File: src/rtl/bullet_launcher_if.sv
// bullet_launcher_if: control inputs and bullet state outputs of the bullet launcher
interface bullet_launcher_if;
    logic [3:0] angle;
    logic       fire;
    logic       frame_tick;
    logic       hit;
    logic [9:0] bullet_x;
    logic [9:0] bullet_y;
    logic       bullet_active;
    logic       fire_accepted;
    logic       bullet_done;
    modport master (
        output angle, fire, frame_tick, hit,
        input  bullet_x, bullet_y, bullet_active, fire_accepted, bullet_done
    );
    modport slave (
        input  angle, fire, frame_tick, hit,
        output bullet_x, bullet_y, bullet_active, fire_accepted, bullet_done
    );
endinterface

File: src/rtl/bullet_launcher.sv
// bullet_launcher: single-bullet engine that launches, moves per frame and retires one projectile
module bullet_launcher #(
    parameter int SCREEN_W       = 640,
    parameter int SCREEN_H       = 480,
    parameter int ORIGIN_X       = 320,
    parameter int ORIGIN_Y       = 240,
    parameter int SPEED_SHIFT    = 0,
    parameter int COOLDOWN_TICKS = 4
) (
    input logic clk,
    input logic reset,
    bullet_launcher_if.slave bus
);
    typedef enum logic [1:0] {IDLE, FLYING, COOLDOWN} state_t;
    localparam int CW = COOLDOWN_TICKS > 1 ? $clog2(COOLDOWN_TICKS) : 1;
    state_t state, state_n;
    logic fire_d, fire_edge;
    logic [9:0] x, y, x_n, y_n;
    logic [11:0] dx, dy, dx_n, dy_n, nx, ny;
    logic signed [4:0] bdx, bdy;
    logic [CW-1:0] cnt, cnt_n;
    logic active, active_n, accepted_n, done_n, accepted, done, in_bounds;
    assign fire_edge = bus.fire & ~fire_d;
    assign nx = {2'b00, x} + dx;
    assign ny = {2'b00, y} + dy;
    assign in_bounds = !nx[11] && nx < 12'(SCREEN_W) && !ny[11] && ny < 12'(SCREEN_H);
    assign bus.bullet_x = x;
    assign bus.bullet_y = y;
    assign bus.bullet_active = active;
    assign bus.fire_accepted = accepted;
    assign bus.bullet_done = done;
    // heading table: unit step per angle, screen y grows downward
    always_comb begin
        bdx = 5'sd0;
        bdy = -5'sd8;
        case (bus.angle)
            4'd1:  begin bdx = 5'sd3;  bdy = -5'sd7; end
            4'd2:  begin bdx = 5'sd6;  bdy = -5'sd6; end
            4'd3:  begin bdx = 5'sd7;  bdy = -5'sd3; end
            4'd4:  begin bdx = 5'sd8;  bdy = 5'sd0;  end
            4'd5:  begin bdx = 5'sd7;  bdy = 5'sd3;  end
            4'd6:  begin bdx = 5'sd6;  bdy = 5'sd6;  end
            4'd7:  begin bdx = 5'sd3;  bdy = 5'sd7;  end
            4'd8:  begin bdx = 5'sd0;  bdy = 5'sd8;  end
            4'd9:  begin bdx = -5'sd3; bdy = 5'sd7;  end
            4'd10: begin bdx = -5'sd6; bdy = 5'sd6;  end
            4'd11: begin bdx = -5'sd7; bdy = 5'sd3;  end
            4'd12: begin bdx = -5'sd8; bdy = 5'sd0;  end
            4'd13: begin bdx = -5'sd7; bdy = -5'sd3; end
            4'd14: begin bdx = -5'sd6; bdy = -5'sd6; end
            4'd15: begin bdx = -5'sd3; bdy = -5'sd7; end
            default: begin bdx = 5'sd0; bdy = -5'sd8; end
        endcase
    end
    // next state: launch on edge in IDLE, move or retire in FLYING, count ticks in COOLDOWN
    always_comb begin
        state_n = state;
        x_n = x;
        y_n = y;
        dx_n = dx;
        dy_n = dy;
        cnt_n = cnt;
        active_n = active;
        accepted_n = 1'b0;
        done_n = 1'b0;
        case (state)
            IDLE: if (fire_edge) begin
                state_n = FLYING;
                active_n = 1'b1;
                accepted_n = 1'b1;
                x_n = 10'(ORIGIN_X);
                y_n = 10'(ORIGIN_Y);
                dx_n = 12'($signed(bdx)) << SPEED_SHIFT;
                dy_n = 12'($signed(bdy)) << SPEED_SHIFT;
            end
            FLYING: if (bus.hit || (bus.frame_tick && !in_bounds)) begin
                state_n = COOLDOWN;
                active_n = 1'b0;
                done_n = 1'b1;
                cnt_n = '0;
            end else if (bus.frame_tick) begin
                x_n = nx[9:0];
                y_n = ny[9:0];
            end
            COOLDOWN: if (bus.frame_tick) begin
                state_n = cnt == CW'(COOLDOWN_TICKS - 1) ? IDLE : COOLDOWN;
                cnt_n = cnt == CW'(COOLDOWN_TICKS - 1) ? '0 : cnt + 1'b1;
            end
            default: state_n = IDLE;
        endcase
    end
    // state register with synchronous reset to the launch origin
    always_ff @(posedge clk) begin
        if (reset) begin
            state <= IDLE;
            fire_d <= 1'b0;
            x <= 10'(ORIGIN_X);
            y <= 10'(ORIGIN_Y);
            dx <= '0;
            dy <= '0;
            cnt <= '0;
            active <= 1'b0;
            accepted <= 1'b0;
            done <= 1'b0;
        end else begin
            state <= state_n;
            fire_d <= bus.fire;
            x <= x_n;
            y <= y_n;
            dx <= dx_n;
            dy <= dy_n;
            cnt <= cnt_n;
            active <= active_n;
            accepted <= accepted_n;
            done <= done_n;
        end
    end
endmodule

File: src/flat_wrapper.sv
// flat-port wrapper written by rule: the top's interface ports become plain ports
module bullet_launcher_flat 
#(
    parameter int SCREEN_W       = 640,
    parameter int SCREEN_H       = 480,
    parameter int ORIGIN_X       = 320,
    parameter int ORIGIN_Y       = 240,
    parameter int SPEED_SHIFT    = 0,
    parameter int COOLDOWN_TICKS = 4
)
  (clk, reset, bus_angle, bus_fire, bus_frame_tick, bus_hit, bus_bullet_x, bus_bullet_y, bus_bullet_active, bus_fire_accepted, bus_bullet_done);
  bullet_launcher_if bus_i ();
  input logic clk;
  input logic reset;
  input wire logic [$bits(bus_i.angle)-1:0] bus_angle;
  input wire logic [$bits(bus_i.fire)-1:0] bus_fire;
  input wire logic [$bits(bus_i.frame_tick)-1:0] bus_frame_tick;
  input wire logic [$bits(bus_i.hit)-1:0] bus_hit;
  output wire logic [$bits(bus_i.bullet_x)-1:0] bus_bullet_x;
  output wire logic [$bits(bus_i.bullet_y)-1:0] bus_bullet_y;
  output wire logic [$bits(bus_i.bullet_active)-1:0] bus_bullet_active;
  output wire logic [$bits(bus_i.fire_accepted)-1:0] bus_fire_accepted;
  output wire logic [$bits(bus_i.bullet_done)-1:0] bus_bullet_done;
  assign bus_i.angle = bus_angle;
  assign bus_i.fire = bus_fire;
  assign bus_i.frame_tick = bus_frame_tick;
  assign bus_i.hit = bus_hit;
  assign bus_bullet_x = bus_i.bullet_x;
  assign bus_bullet_y = bus_i.bullet_y;
  assign bus_bullet_active = bus_i.bullet_active;
  assign bus_fire_accepted = bus_i.fire_accepted;
  assign bus_bullet_done = bus_i.bullet_done;
  bullet_launcher #(.SCREEN_W(SCREEN_W), .SCREEN_H(SCREEN_H), .ORIGIN_X(ORIGIN_X), .ORIGIN_Y(ORIGIN_Y), .SPEED_SHIFT(SPEED_SHIFT), .COOLDOWN_TICKS(COOLDOWN_TICKS)) u_core (.clk(clk), .reset(reset), .bus(bus_i));
endmodule
File: config.mk
export PLATFORM = sky130hd
export DESIGN_NAME = bullet_launcher_flat
export DESIGN_NICKNAME = d
export VERILOG_FILES = /design/src/rtl/bullet_launcher_if.sv /design/src/rtl/bullet_launcher.sv /design/src/flat_wrapper.sv
export SDC_FILE = /design/constraint.sdc
export NUM_CORES = 1
export LEC_CHECK = 0
export CAP_MARGIN = 5
export CORE_UTILIZATION = 35
export DETAILED_ROUTE_END_ITERATION = 6
export DONT_BUFFER_PORTS = 1
export SLEW_MARGIN = 15
export SYNTH_ARGS = -nofsm -noshare
export SYNTH_HDL_FRONTEND = slang
export SYNTH_SLANG_ARGS = --single-unit
export TNS_END_PERCENT = 1
File: constraint.sdc
create_clock -name clk -period 2.4 [get_ports clk]
set_input_delay 0.48 -clock clk [delete_from_list [all_inputs] [get_ports clk]]
set_output_delay 0.48 -clock clk [all_outputs]
set_load 0.05 [all_outputs]
======== After elaboration in Yosys (flattened, before gate mapping) ========
Memories as Yosys holds them, arrays and structs flattened. A register that Yosys moved wholly into a read port is not among the register bits.
Index checks and enable logic that the tools add are counted.
storage, ports and cells
  bits in registers ....................... 28
  bits in read-only memories .............. 160
  input port bits ......................... 9
  output and inout port bits .............. 23
  logic and storage cells ................. 66
  memories ................................ 1
memories
  memory            words  bits a word  read ports  clocked after memory_dff  write ports  line                   RTL
  (name not given)  16     10           1           1                         0            bullet_launcher.sv:36  case (bus.angle)
cells by class
  $add $sub $neg .......................... 3
  order comparisons ....................... 2
  equal/unequal tests ..................... 8
  muxes and demuxes ....................... 22
  bitwise gates (word level) .............. 4
  reduce and logical (&&, ||, !) cells .... 18
operator list
  cell                                                    number
  2-to-1 mux 10 bit                                       6
  one-hot mux 10 bit (2 select lines)                     2
  adder 11 x 5 -> 12 bit                                  2
  2-to-1 mux 2 bit                                        7
  < comparator 12 x 10 -> 1 bit (second input constant)   1
  < comparator 12 x 9 -> 1 bit (second input constant)    1
  AND reduction 3 bit                                     3
  inequality test 2 bit (second input constant)           3
  one-hot mux 2 bit (3 select lines)                      1
  == test 2 bit (second input constant)                   2
  logical AND 1 bit                                       4
  2-to-1 mux 1 bit                                        4
  inequality test 2 x 1 -> 1 bit (second input constant)  2
  one-hot mux 2 bit (2 select lines)                      1
  AND reduction 4 bit                                     1
  nonzero test 2 bit                                      2
  OR reduction 2 bit                                      2
  zero test 1 bit                                         3
  inverter 1 bit                                          3
  adder 2 x 1 -> 2 bit (second input constant)            1
  == test 2 x 1 -> 1 bit (second input constant)          1
  zero test 2 bit                                         1
  one-hot mux 1 bit (2 select lines)                      1
  AND reduction 2 bit                                     1
  2 further kinds                                         2

======== Depth between registers and ports, before layout ========
Gate-level depths: netlist of run 1.
  word-level depth ........................ 10
  depth in mapped cells ................... 12
  gate-level depth less buffers ........... 12

======== Worst setup path after synthesis of run 1 ========
OpenSTA, ideal clock, no wires.
  path kind ............................... register -> register
  from .................................... register u_core.x[0] (netlist: u_core.bus.bullet_x[0])
  to ...................................... register u_core.active (netlist: u_core.bus.bullet_active)
  library setup time ...................... 0.079 ns
  arrival ................................. 2.945 ns
  required time ........................... 2.321 ns
  path slack .............................. -0.625 ns
  cell stages (with the launch flop) ...... 13
  clock period less this slack ............ 3.025 ns
  cell sequence ........................... dfxtp_1 > ha_1 > inv_1 > fa_1 > nor2b_1 > o211ai_2 > a31oi_2 > o2111a_1 > nor4_1 > a311oi_1 > a31oi_1 > or2_1 > a211oi_2
on the way
  cells in the longest elaborated chain, start to end .. 10
  elaborated cells on any way between the ends .. 11
RTL lines
  what                                                                     line                    RTL
  from (decl)                                                              bullet_launcher.sv:18   logic [9:0] x, y, x_n, y_n;
  from (signal assigned)                                                   bullet_launcher.sv:97   x <= 10'(ORIGIN_X);
  from (signal assigned)                                                   bullet_launcher.sv:108  x <= x_n;
  adder 11 x 5 -> 12 bit *                                                 bullet_launcher.sv:24   assign nx = {2'b00, x} + dx;
  < comparator 12 x 10 -> 1 bit / zero test 1 bit (equally long branches)  bullet_launcher.sv:26   assign in_bounds = !nx[11] && nx < 12'(SCREEN_W) && !ny[11] && ny < 12'(SCREEN_H);
  logical AND 1 bit * (3 in series)                                        bullet_launcher.sv:26
  zero test 1 bit *                                                        bullet_launcher.sv:76   FLYING: if (bus.hit || (bus.frame_tick && !in_bounds)) begin
  logical AND 1 bit *                                                      bullet_launcher.sv:76
  logical OR 1 bit *                                                       bullet_launcher.sv:76
  inequality test 2 x 1 -> 1 bit (no source line) *                        --
  AND reduction 3 bit (no source line) *                                   --
  to (signal assigned)                                                     bullet_launcher.sv:113  active <= active_n;
  to (decl)                                                                bullet_launcher.sv:22   logic active, active_n, accepted_n, done_n, accepted, done, in_bounds;
Every way passes the cells marked *; elsewhere a longest branch is shown, timed or not.
A chain may end at the register's enable or synchronous reset.

======== Worst setup path in the final report of run 1 ========
  from .................................... register u_core.dy[0]
  to ...................................... register u_core.y[1] (netlist: u_core.bus.bullet_y[1])
on the way
  cells in the longest elaborated chain, start to end .. 9
  elaborated cells on any way between the ends .. 13
RTL lines
  what                                                                                  line                    RTL
  from (decl)                                                                           bullet_launcher.sv:19   logic [11:0] dx, dy, dx_n, dy_n, nx, ny;
  from (signal assigned)                                                                bullet_launcher.sv:111  dy <= dy_n;
  adder 11 x 5 -> 12 bit *                                                              bullet_launcher.sv:25   assign ny = {2'b00, y} + dy;
  parallel branches: the longest is 8 deep, another holds < comparator 12 x 9 -> 1 bit  --
  to (signal assigned)                                                                  bullet_launcher.sv:98   y <= 10'(ORIGIN_Y);
  to (signal assigned)                                                                  bullet_launcher.sv:109  y <= y_n;
  to (decl)                                                                             bullet_launcher.sv:18
Mark *: on every way between the ends. The select of a mux whose other input is x is not followed.

==> results by group, run 1 <==
Timing
  – Final hold violation count: 0
  – Max Slew Vio Count: 0
  – Final cycle utilization of the critical path: 112.7%
  – Post-Route Skew: 0.009566 ns
  – RSZ-0062 raised after global routing: yes
  – Setup violations, final: 26
  – Hold WS: between 0.2 and 0.25 ns
  – Highest achievable clock rate: 369.6 MHz
  – Minimum clock period: roughly 2.7 ns
  – Max-slew headroom: 63.97%
  – Final setup TNS: -7.177 ns
  – Worst slew pin tran: 0.5397 ns
  – Worst Setup Slack, final: -0.3058 ns

Setup path
  – Crit. Startpoint: u_core.dy[0]$_SDFFE_PP0P_
  – Reg-to-Reg Start: u_core.dy[0]$_SDFFE_PP0P_
  – WP data arrival: approximately 2.9 ns
  – Cell chain of the critical path: ha_4 -> inv_2 -> fa_2 -> nor2b_2 -> o211ai_2 -> a31oi_2 -> buf_4 -> o31a_1 -> or4_4 -> nand3_4 -> nand4_1 -> buf_6 -> buf_8 -> mux2i_1
  – Max incr delay on CP: 0.43 ns
  – Crit path max-delay family: simple AND/OR/NAND/NOR gates
  – Worst Path Buf+Inv: 4
  – Critical Path RT: 2.58 ns
  – Max FO, Critical Path: 7
  – WS Path Type: register to register
  – CP endpoint kind: register
  – Max stage delay cell, worst path: or4_4
  – Crit start category: register

Synth
  – Prevailing post-synth register cell: dfxtp_1
  – Flops & latches, synth: 37
  – Sequential area share after synthesis: between 20% and 30%
  – Largest family of logic cells by synthesized area: simple AND/OR/NAND/NOR gates
  – Adder-cell area share of the yosys netlist: 14.74%
  – Mapped Avg Cell Area: ~8.7 um^2
  – Largest area contributor in the netlist: dfxtp_1
  – Syn Inst Count: 306
  – Post-Synth XOR/XNOR Area: 5.291%
  – Synth top area cells: dfxtp_1 (28%), ha_1 (13%), mux2i_1 (8.3%)
  – Synth Area in Compound Gates: 18.19%
  – Post-synthesis cell type count: 52
  – Syn nets: 345
  – Top cell type's share of synthesized area: 27.96%
  – Simple-gate share of the synthesized area: slightly above 20%
  – Synth warnings: 0
  – Mapped Area: 2649 um^2
  – Post-synth EDFFs: 0
  – Synth async-reset ratio: 0%
  – Mux cell area share after synthesis: 10.01%

Die
  – I/O Pins: 32
  – Die footprint: 7920 um^2
  – Core Region: 7292 um^2
  – Die W: 89.00 um
  – Starting density of the core: 36.32%
  – Die Y: 89.00 um
  – # rows: 31

Place
  – Inst Count DP: 463
  – Port bufs: 0
  – Routability congestion estimate: 0.8474
  – Post-detail-place hpwl: around 5000 um

Clock tree
  – Htree depth: 2
  – Worst skew pair latency: roughly 0.30 ns
  – CTS max path bufs: 2
  – Clk sinks: 37
  – Clk slew on worst S/H paths: 0.08 ns
  – CTS tree: yes
  – CTS Hold Bufs: 0
  – Root buf cell: clkbuf_8
  – CTS Buf Count: 5

Pwr
  – VDD IR max: 0.2196 mV
  – Lkg Pwr: 0.001638 uW
  – Power Dens Cells: between 400 and 500 nW/um^2
  – Pwr Total: 1749 uW

Drt
  – Met1 Wirelength: roughly 3100 um
  – DRT iter0 DRCs: slightly below 70
  – DR pass1 iterations: 4
  – Met3 WL post-DR: 255 um
  – Vias/cell: around 5
  – Post-route ant nets: 0
  – DR DRC count: 0
  – Met2 Wirelength: 3284 um
  – DR vias: about 2400
  – Wire per inst: approximately 14 um
  – Post-Route WL: 6770 um
  – Max layer used: met4

GRT
  – Initial antenna violation count: 0
  – All-layer global routing usage: 18.23%
  – Vias in the first global route: 2306
  – Largest net degree at the start of global routing: 23
  – First-pass GRT wire length: around 11000 um
  – GR Overflow Total: 0

Layout
  – Share of layout cells above drive strength 1: 37.87%
  – Final nets: 413
  – Most frequent cells in the layout: buf_4 (65), nand2_1 (41), nor2_1 (28), mux2i_1 (22), ha_1 (22)
  – Area Overhead vs Synth: 37.98%
  – Non-Filler Instances: 474
  – Diodes inserted: 0
  – Commonest non-fill, non-tap cell in the layout: buf_4

Status
  – Status: complete, but fails checks
  – Failing checks: negative setup slack

Min path
  – HP Start: reset
  – Hold Crit Class: input pin to register

Flow run
  – Max Cap Violations: 0
[final timing paths]
| path | end | slack, ns | depth (start not counted) |
|---|---|---|---|
| min reg2reg | u_core.dy[2]$_SDFFE_PP0P_ | 0.48 | 2 |
| max reg2reg | u_core.bus.bullet_y[1]$_SDFFE_PP0P_ | -0.31 | 14 |
| min | u_core.bus.bullet_active$_SDFFE_PP0P_ | 0.23 | 1 |
| max | u_core.bus.bullet_y[1]$_SDFFE_PP0P_ | -0.31 | 14 |
[synth_stat cells (3+ instances only)]
cell type and n:
nor4_1 3, nor2b_1 6, nand2b_1 13, clkbuf_1 7, a21oi_1 17, a211oi_1 4, xnor2_1 12, a21o_1 3
and2_1 3, nand2_1 41, o21ai_0 8, nand3_1 4, o21a_1 5, nor2_1 28, mux2i_1 22, dfxtp_1 37
xor2_1 4, ha_1 28, nor3_1 3, inv_1 14
[cell type report]
type	count	area (um^2)
multi-input combinational	246	2024
timing repair buffer	70	548.0
clock buffer	6	93.84
inverter	14	52.55
fill	709	3637
clock inverter	2	35.03
tap	99	123.9
sequential	37	777.0
[logic make-up (layout without fill, tap and decap cells)]
| group | Yosys count | in the layout |
|---|---|---|
| AND/OR/NAND/NOR | 112 | 112 |
| AO/OA/AOI/OAI | 64 | 64 |
| flip-flops | 37 | 37 |
| adder cells (fa/ha/maj) | 30 | 30 |
| multiplexers | 24 | 24 |
| buffers and inverters | 23 | 92 |
| XOR/XNOR | 16 | 16 |
[stage by stage]
step	worst slack [ns]	util (%)	area [um^2]
after global placement	-0.3714	45.11	3289
after detailed placement	-0.4128	45.11	3289
after CTS	-0.3423	48.97	3571
final	-0.3058	50.12	3655
after global routing	-0.4389	50.12	3655
after floorplan	-0.2607	-	2699
[worst reg2reg max path, stage by stage, from the launching register on]
cell,delay [ns]
dfxtp_4,0.37
ha_4,0.16
inv_2,0.06
fa_2,0.21
nor2b_2,0.05
o211ai_2,0.17
a31oi_2,0.13
buf_4,0.16
o31a_1,0.25
or4_4,0.43
nand3_4,0.10
nand4_1,0.10
buf_6,0.16
buf_8,0.14
mux2i_1,0.12
[per-layer routing]
layer,vias to the layer above,track usage (%)
met5,-,0
li1,1220,-
met2,35,31.05
met3,11,3.878
met4,0,6.205
met1,1094,22.91
[flip-flops by register name, summed over array words and instances, names as in the netlist, 2 cells and up]
signal               count
u_core.dy                5
u_core.dx                4
u_core.state             2
u_core.cnt               2
u_core.bus.bullet_y     10
u_core.bus.bullet_x     10
[power by group]
group          switching (uW)  total [uW]  internal (uW)
Combinational             226         460            234
Sequential               36.6         667            630
Clock                     251         622            371
Total                     513        1750           1240
[timing repair]
item                       in CTS  in global routing
pin swaps                      19                  8
buffers inserted                2                  1
gates resized for setup        31                 16
setup endpoints to repair      26                 26
hold endpoints to repair        0                  0
Power figures use the tool's default switching activity.
==> run 2: changes to the inputs <==
Settings changed: CORE_MARGIN set to 3.
==> results by group, run 2 (synthesis results as in run 1) <==
Die
  – Core Region: around 7300 um^2
  – I/O Pins: 32
  – Die Y: 93.00 um
  – # rows: 31
  – Die W: between 90 and 100 um
  – Starting density of the core: 36.32%
  – Die footprint: 8648 um^2

GRT
  – Largest net degree at the start of global routing: 23
  – First-pass GRT wire length: 11050 um
  – Vias in the first global route: 2340
  – All-layer global routing usage: 15.88%
  – GR Overflow Total: 0
  – Initial antenna violation count: 0
  – Met1 Use GR: 20.61%
  – Grt peak-use layer: met2
  – Met2 usage: 26.69%
  – Global routing met3 resource utilization: under 10%

Place
  – Routability congestion estimate: 0.8395
  – Port bufs: 0
  – Post-detail-place hpwl: 4976 um
  – Inst Count DP: ~460

Drt
  – Post-Route WL: 6539 um
  – DR DRC count: 0
  – DRT iter0 DRCs: 50
  – DR pass1 iterations: 4
  – DR vias: 2360
  – Wire per inst: 13.91 um
  – Vias/cell: 5.021
  – Post-route ant nets: 0

Min path
  – Hold Crit Class: input pin to register

Flow run
  – Max Cap Violations: 0

Layout
  – Commonest non-fill, non-tap cell in the layout: buf_4
  – Filler cell count: roughly 710
  – Non-Filler Instances: 470
  – Most frequent cells in the layout: buf_4 (61), nand2_1 (41), nor2_1 (28), ha_1 (24), mux2i_1 (22)
  – Final nets: 409
  – Diodes inserted: 0
  – Area Overhead vs Synth: 35.38%
  – Share of layout cells above drive strength 1: 37.20%

Pwr
  – Lkg Pwr: 0.001607 uW
  – VDD IR max: about 0.21 mV
  – Pwr Total: 1648 uW
  – Power Dens Cells: 459.6 nW/um^2

Timing
  – Setup violations, final: 26
  – Hold WS: 0.2505 ns
  – Max-slew headroom: ~63%
  – Final cycle utilization of the critical path: 115.1%
  – Minimum clock period: 2.762 ns
  – Post-Route Skew: ~0.0034 ns
  – Highest achievable clock rate: approximately 360 MHz
  – Max Slew Vio Count: 0
  – Worst Setup Slack, final: -0.3620 ns
  – RSZ-0062 raised after global routing: yes
  – Worst slew pin tran: around 0.55 ns
  – Final hold violation count: 0

Clock tree
  – Clk sinks: 37
  – CTS Buf Count: 5
  – Clk slew on worst S/H paths: 0.08 ns
  – Worst skew pair latency: about 0.29 ns
  – Root buf cell: clkbuf_8
  – CTS max path bufs: 2
  – Htree depth: 2
  – CTS tree: yes

Status
  – Status: complete, but fails checks
  – Failing checks: negative setup slack

Setup path
  – WP data arrival: just under 3 ns
  – Crit start category: register
  – CP endpoint kind: register
  – Critical Path RT: 2.60 ns
  – WS Path Type: register to register
  – Max FO, Critical Path: 5
-- run 2: final timing paths --
path | startpoint | end | slack [ns] | cells after the start
max | u_core.dy[0]$_SDFFE_PP0P_ | u_core.bus.bullet_x[2]$_SDFFE_PP0P_ | -0.36 | 14
min | reset | u_core.dx[4]$_SDFFE_PP0P_ | 0.25 | 1
max reg2reg | u_core.dy[0]$_SDFFE_PP0P_ | u_core.bus.bullet_x[2]$_SDFFE_PP0P_ | -0.36 | 14
min reg2reg | u_core.dy[2]$_SDFFE_PP0P_ | u_core.dy[2]$_SDFFE_PP0P_ | 0.47 | 2
-- run 2: critical path, cell delays in order, from the launching register on --
cell and delay, ns:
dfxtp_4 0.36, ha_4 0.16, inv_2 0.05, fa_2 0.20
nor2b_2 0.05, o211ai_2 0.18, a31oi_2 0.12, buf_4 0.17
o31a_1 0.25, or4_4 0.43, nand3_4 0.09, nand4_1 0.14
buf_6 0.18, buf_8 0.13, mux2i_1 0.16
-- run 2: per-stage QoR --
stage / TNS (ns) / instance area (um^2) / util [%] / worst slack [ns]
4_1_cts: -8.401 / 3511 / 48.15 / -0.3716
6_report: -8.050 / 3586 / 49.18 / -0.3620
2_1_floorplan: -4.689 / 2699 / - / -0.2607
5_1_grt: -11.85 / 3586 / 49.18 / -0.5116
3_3_place_gp: -9.386 / 3252 / 44.60 / -0.4042
3_5_place_dp: -10.87 / 3252 / 44.60 / -0.4685
-- run 2: timing repair --
item	4_1_cts	5_1_grt
endpoints found under the setup margin	26	26
hold buffers	0	0
pin swaps	20	9
buffers inserted	3	0
gates resized for setup	27	16
gates cloned	1	0
-- run 2: layout make-up --
type                    instances  area, um^2  area share, %
well taps                      99       123.9          3.454
clock buffers                   7       107.6          3.001
inverters                      14       52.55          1.465
clock inverters                 1       7.507         0.2094
flip-flops and latches         37       778.2          21.70
multi-input cells             246        1998          55.72
repair buffers                 66       518.0          14.45
-- run 2: where the power goes --
group	internal (uW)	switching [uW]	total [uW]
clock network	296	241	538
logic	226	220	446
registers	631	34.2	665
total	1150	495	1650
-- run 2: per-layer routing --
| metal | vias to the layer above | part of all wire, % | wire [um] |
|---|---|---|---|
| met2 | 35 | 48 | 3165 |
| li1 | 1211 | - | - |
| met3 | 2 | 4.5 | 293 |
| met1 | 1112 | 47 | 3054 |
| met4 | 0 | 0.38 | 25 |
| met5 | - | 0 | 0 |
==> run 3: changes to the inputs <==
Settings changed: ABC_AREA set to 1, SLEW_MARGIN 15 to unset.
==> results by group, run 3 <==
GRT
  – GR Overflow Total: 0
  – Vias in the first global route: approximately 3200
  – First-pass GRT wire length: between 10000 and 15000 um
  – All-layer global routing usage: 18.36%
  – Initial antenna violation count: 0
  – Largest net degree at the start of global routing: 40

Pwr
  – VDD IR max: 0.2843 mV
  – Lkg Pwr: 0.002081 uW
  – Power Dens Cells: 612.2 nW/um^2
  – Pwr Total: approximately 2500 uW
  – Internal power: 1500 uW
  – Combinational fraction of design power: a little under half
  – Clock power frac: 22.7%
  – Sequential share of power: between 20% and 30%
  – P_sw: 992.3 uW
  – Net Sw Frac: 39.81%

Drt
  – Post-Route WL: 9046 um
  – Wire per inst: 13.66 um
  – DR pass1 iterations: 4
  – DR vias: around 3300
  – Vias/cell: roughly 5
  – DRT iter0 DRCs: 111
  – DR DRC count: 0
  – Post-route ant nets: 0

Layout
  – Diodes inserted: 0
  – Area Overhead vs Synth: 36.61%
  – Filler cell count: 808
  – Most frequent cells in the layout: nand2_1 (118), buf_4 (81), inv_1 (62), nor2_1 (57), nand3_1 (45)
  – Share of layout cells above drive strength 1: about 29%
  – Final nets: 595
  – Commonest non-fill, non-tap cell in the layout: nand2_1

Synth
  – Post-synth top cells: nand2_1 (122), inv_1 (66), nor2_1 (61)
  – Sequential area share after synthesis: 24.85%
  – Syn nets: about 510
  – Synth warnings: 0
  – Post-synthesis cell type count: 35
  – Prevailing post-synth register cell: dfxtp_1
  – Mapped Area: 2980 um^2
  – Top cell type's share of synthesized area: 24.85%
  – Cell with the most instances after synthesis: nand2_1
  – Mapped Avg Cell Area: 6.274 um^2
  – Post-synth EDFFs: 0
  – Syn Inst Count: 475
  – Largest area contributor in the netlist: dfxtp_1
  – Synth top area cells: dfxtp_1 (25%), nand2_1 (15%), ha_1 (12%)
  – Synth async-reset ratio: 0%
  – Flops & latches, synth: 37

Setup path
  – Critical Path RT: 2.63 ns
  – Max incr delay on CP: 0.45 ns
  – CP most frequent cell: buf_4
  – Crit path max-delay family: buffers and inverters
  – CP endpoint kind: register
  – Max stage delay cell, worst path: dfxtp_4
  – Worst r2r path cells: 17
  – Cell chain of the critical path: ha_2 -> nand2_1 -> nor2_1 -> nor2_1 -> nand3_1 -> buf_4 -> buf_4 -> buf_4 -> buf_4 -> buf_4 -> buf_4 -> buf_4 -> buf_4 -> buf_4 -> nand3_1 -> nand2_1 -> nand3_1
  – Crit start category: register
  – Worst Path Buf+Inv: 9
  – Crit path depth: 17
  – WS Path Type: register to register
  – Max FO, Critical Path: 6
  – WP data arrival: 2.88 ns

Status
  – Status: complete, but fails checks
  – Failing checks: negative setup slack

Timing
  – Post-Route Skew: 0.01035 ns
  – Final cycle utilization of the critical path: 110.2%
  – Highest achievable clock rate: 378.1 MHz
  – Worst slew pin tran: 0.5108 ns
  – Worst Setup Slack, final: -0.2451 ns
  – Max-slew headroom: 65.90%
  – Setup violations, final: 25
  – Max Slew Vio Count: 0
  – Final hold violation count: 0
  – RSZ-0062 raised after global routing: yes
  – Minimum clock period: 2.645 ns
  – Hold WS: 0.2355 ns

Die
  – Starting density of the core: 36.09%
  – Core Region: 8258 um^2
  – Die footprint: just under 10000 um^2
  – Die Y: 98.28 um
  – Die W: 98.28 um
  – I/O Pins: 32
  – # rows: 33

Clock tree
  – Root buf cell: clkbuf_8
  – Clk slew on worst S/H paths: 0.09 ns
  – CTS Hold Bufs: 0
  – Worst skew pair latency: about 0.30 ns
  – CTS Buf Count: 5
  – CTS tree: yes
  – Clk sinks: 37
  – Htree depth: 2
  – CTS max path bufs: 2

Min path
  – Hold path depth: 1
  – Hold Crit Class: input pin to register

Place
  – Post-detail-place hpwl: 6222 um
  – Port bufs: 0
  – Routability congestion estimate: 0.8789

Flow run
  – Max Cap Violations: 0
## run 3: cell count changes after synthesis, moves of 3 or more
cell and delta:
a21oi_1 +14, and2_1 -3, inv_1 +52, mux2i_1 -22, nand2_1 +81, nand2b_1 -13, nand3_1 +53, nand4_1 +4
nor2_1 +33, nor2b_1 -6, nor4_1 -3, o21a_1 -4, o21ai_0 +8, xnor2_1 -8
## run 3: final timing paths
check	from	end	slack (ns)
worst max register to register	u_core.dx[4]$_SDFFE_PP0P_	u_core.bus.bullet_x[8]$_SDFFE_PP1P_	-0.25
worst max-delay path	u_core.dx[4]$_SDFFE_PP0P_	u_core.bus.bullet_x[8]$_SDFFE_PP1P_	-0.25
worst min-delay path	reset	u_core.fire_d$_SDFF_PP0_	0.24
worst min register to register	u_core.cnt[1]$_SDFFE_PP0P_	u_core.cnt[1]$_SDFFE_PP0P_	0.48
## run 3: power groups by stage
stage | combinational (uW) | clock [uW] | sequential (uW)
finish | 1180 | 566 | 742
global route | 1300 | 612 | 751
CTS | 1090 | 579 | 738
detailed placement | 995 | 0 | 751
global placement | 989 | 0 | 750
floorplan | 547 | 0 | 864
## run 3: routing by layer
layer  share of wire, %  track usage, %  vias to the layer above
li1                   -               -                     1693
met1                 44           23.61                     1518
met2                 48           31.10                       81
met3                5.5           3.571                       19
met4                2.4           5.462                        0
met5                  0               0                        -
## run 3: cell families (layout without fill, tap and decap cells)
group           after synthesis  in the layout  synth area share, %
flops                        37             37                24.85
xor+xnor                      8              8                2.351
compound gates               62             62                11.71
fa+ha+maj                    30             30                13.10
simple gates                257            257                37.07
buf+inv                      81            163                10.92
## run 3: per-stage QoR
step	TNS, ns	instance area [um^2]	util [%]	setup WS [ns]	std cells
detailed placement	-7.160	3538	42.85	-0.3721	628
CTS	-3.363	3915	47.41	-0.1759	656
floorplan	0	3019	-	0.01394	475
global route	-7.797	4071	49.30	-0.3713	662
global placement	-5.686	3538	42.85	-0.3024	628
finish	-4.121	4071	49.30	-0.2451	662
## run 3: worst register-to-register path, cell delays in order, from the launching register on
cell	delay, ns
dfxtp_4	0.45
ha_2	0.34
nand2_1	0.14
nor2_1	0.08
nor2_1	0.16
nand3_1	0.12
buf_4	0.15
buf_4	0.12
buf_4	0.12
buf_4	0.12
buf_4	0.12
buf_4	0.12
buf_4	0.12
buf_4	0.12
buf_4	0.12
nand3_1	0.07
nand2_1	0.06
nand3_1	0.07
## run 3: area by class of cell
type	instances	area [um^2]	area share, %
clock buffers	5	68.82	1.690
clock inverters	3	43.79	1.076
inverters	67	251.5	6.177
multi-input cells	357	2105	51.69
flip-flops and latches	37	772.0	18.96
well taps	105	131.4	3.227
repair buffers	88	699.4	17.18
## run 3: repair_timing
action	4_1_cts	5_1_grt
gates resized for setup	28	31
setup endpoints to repair	26	26
pin swaps	18	18
buffers inserted	19	7
cloned	1	0
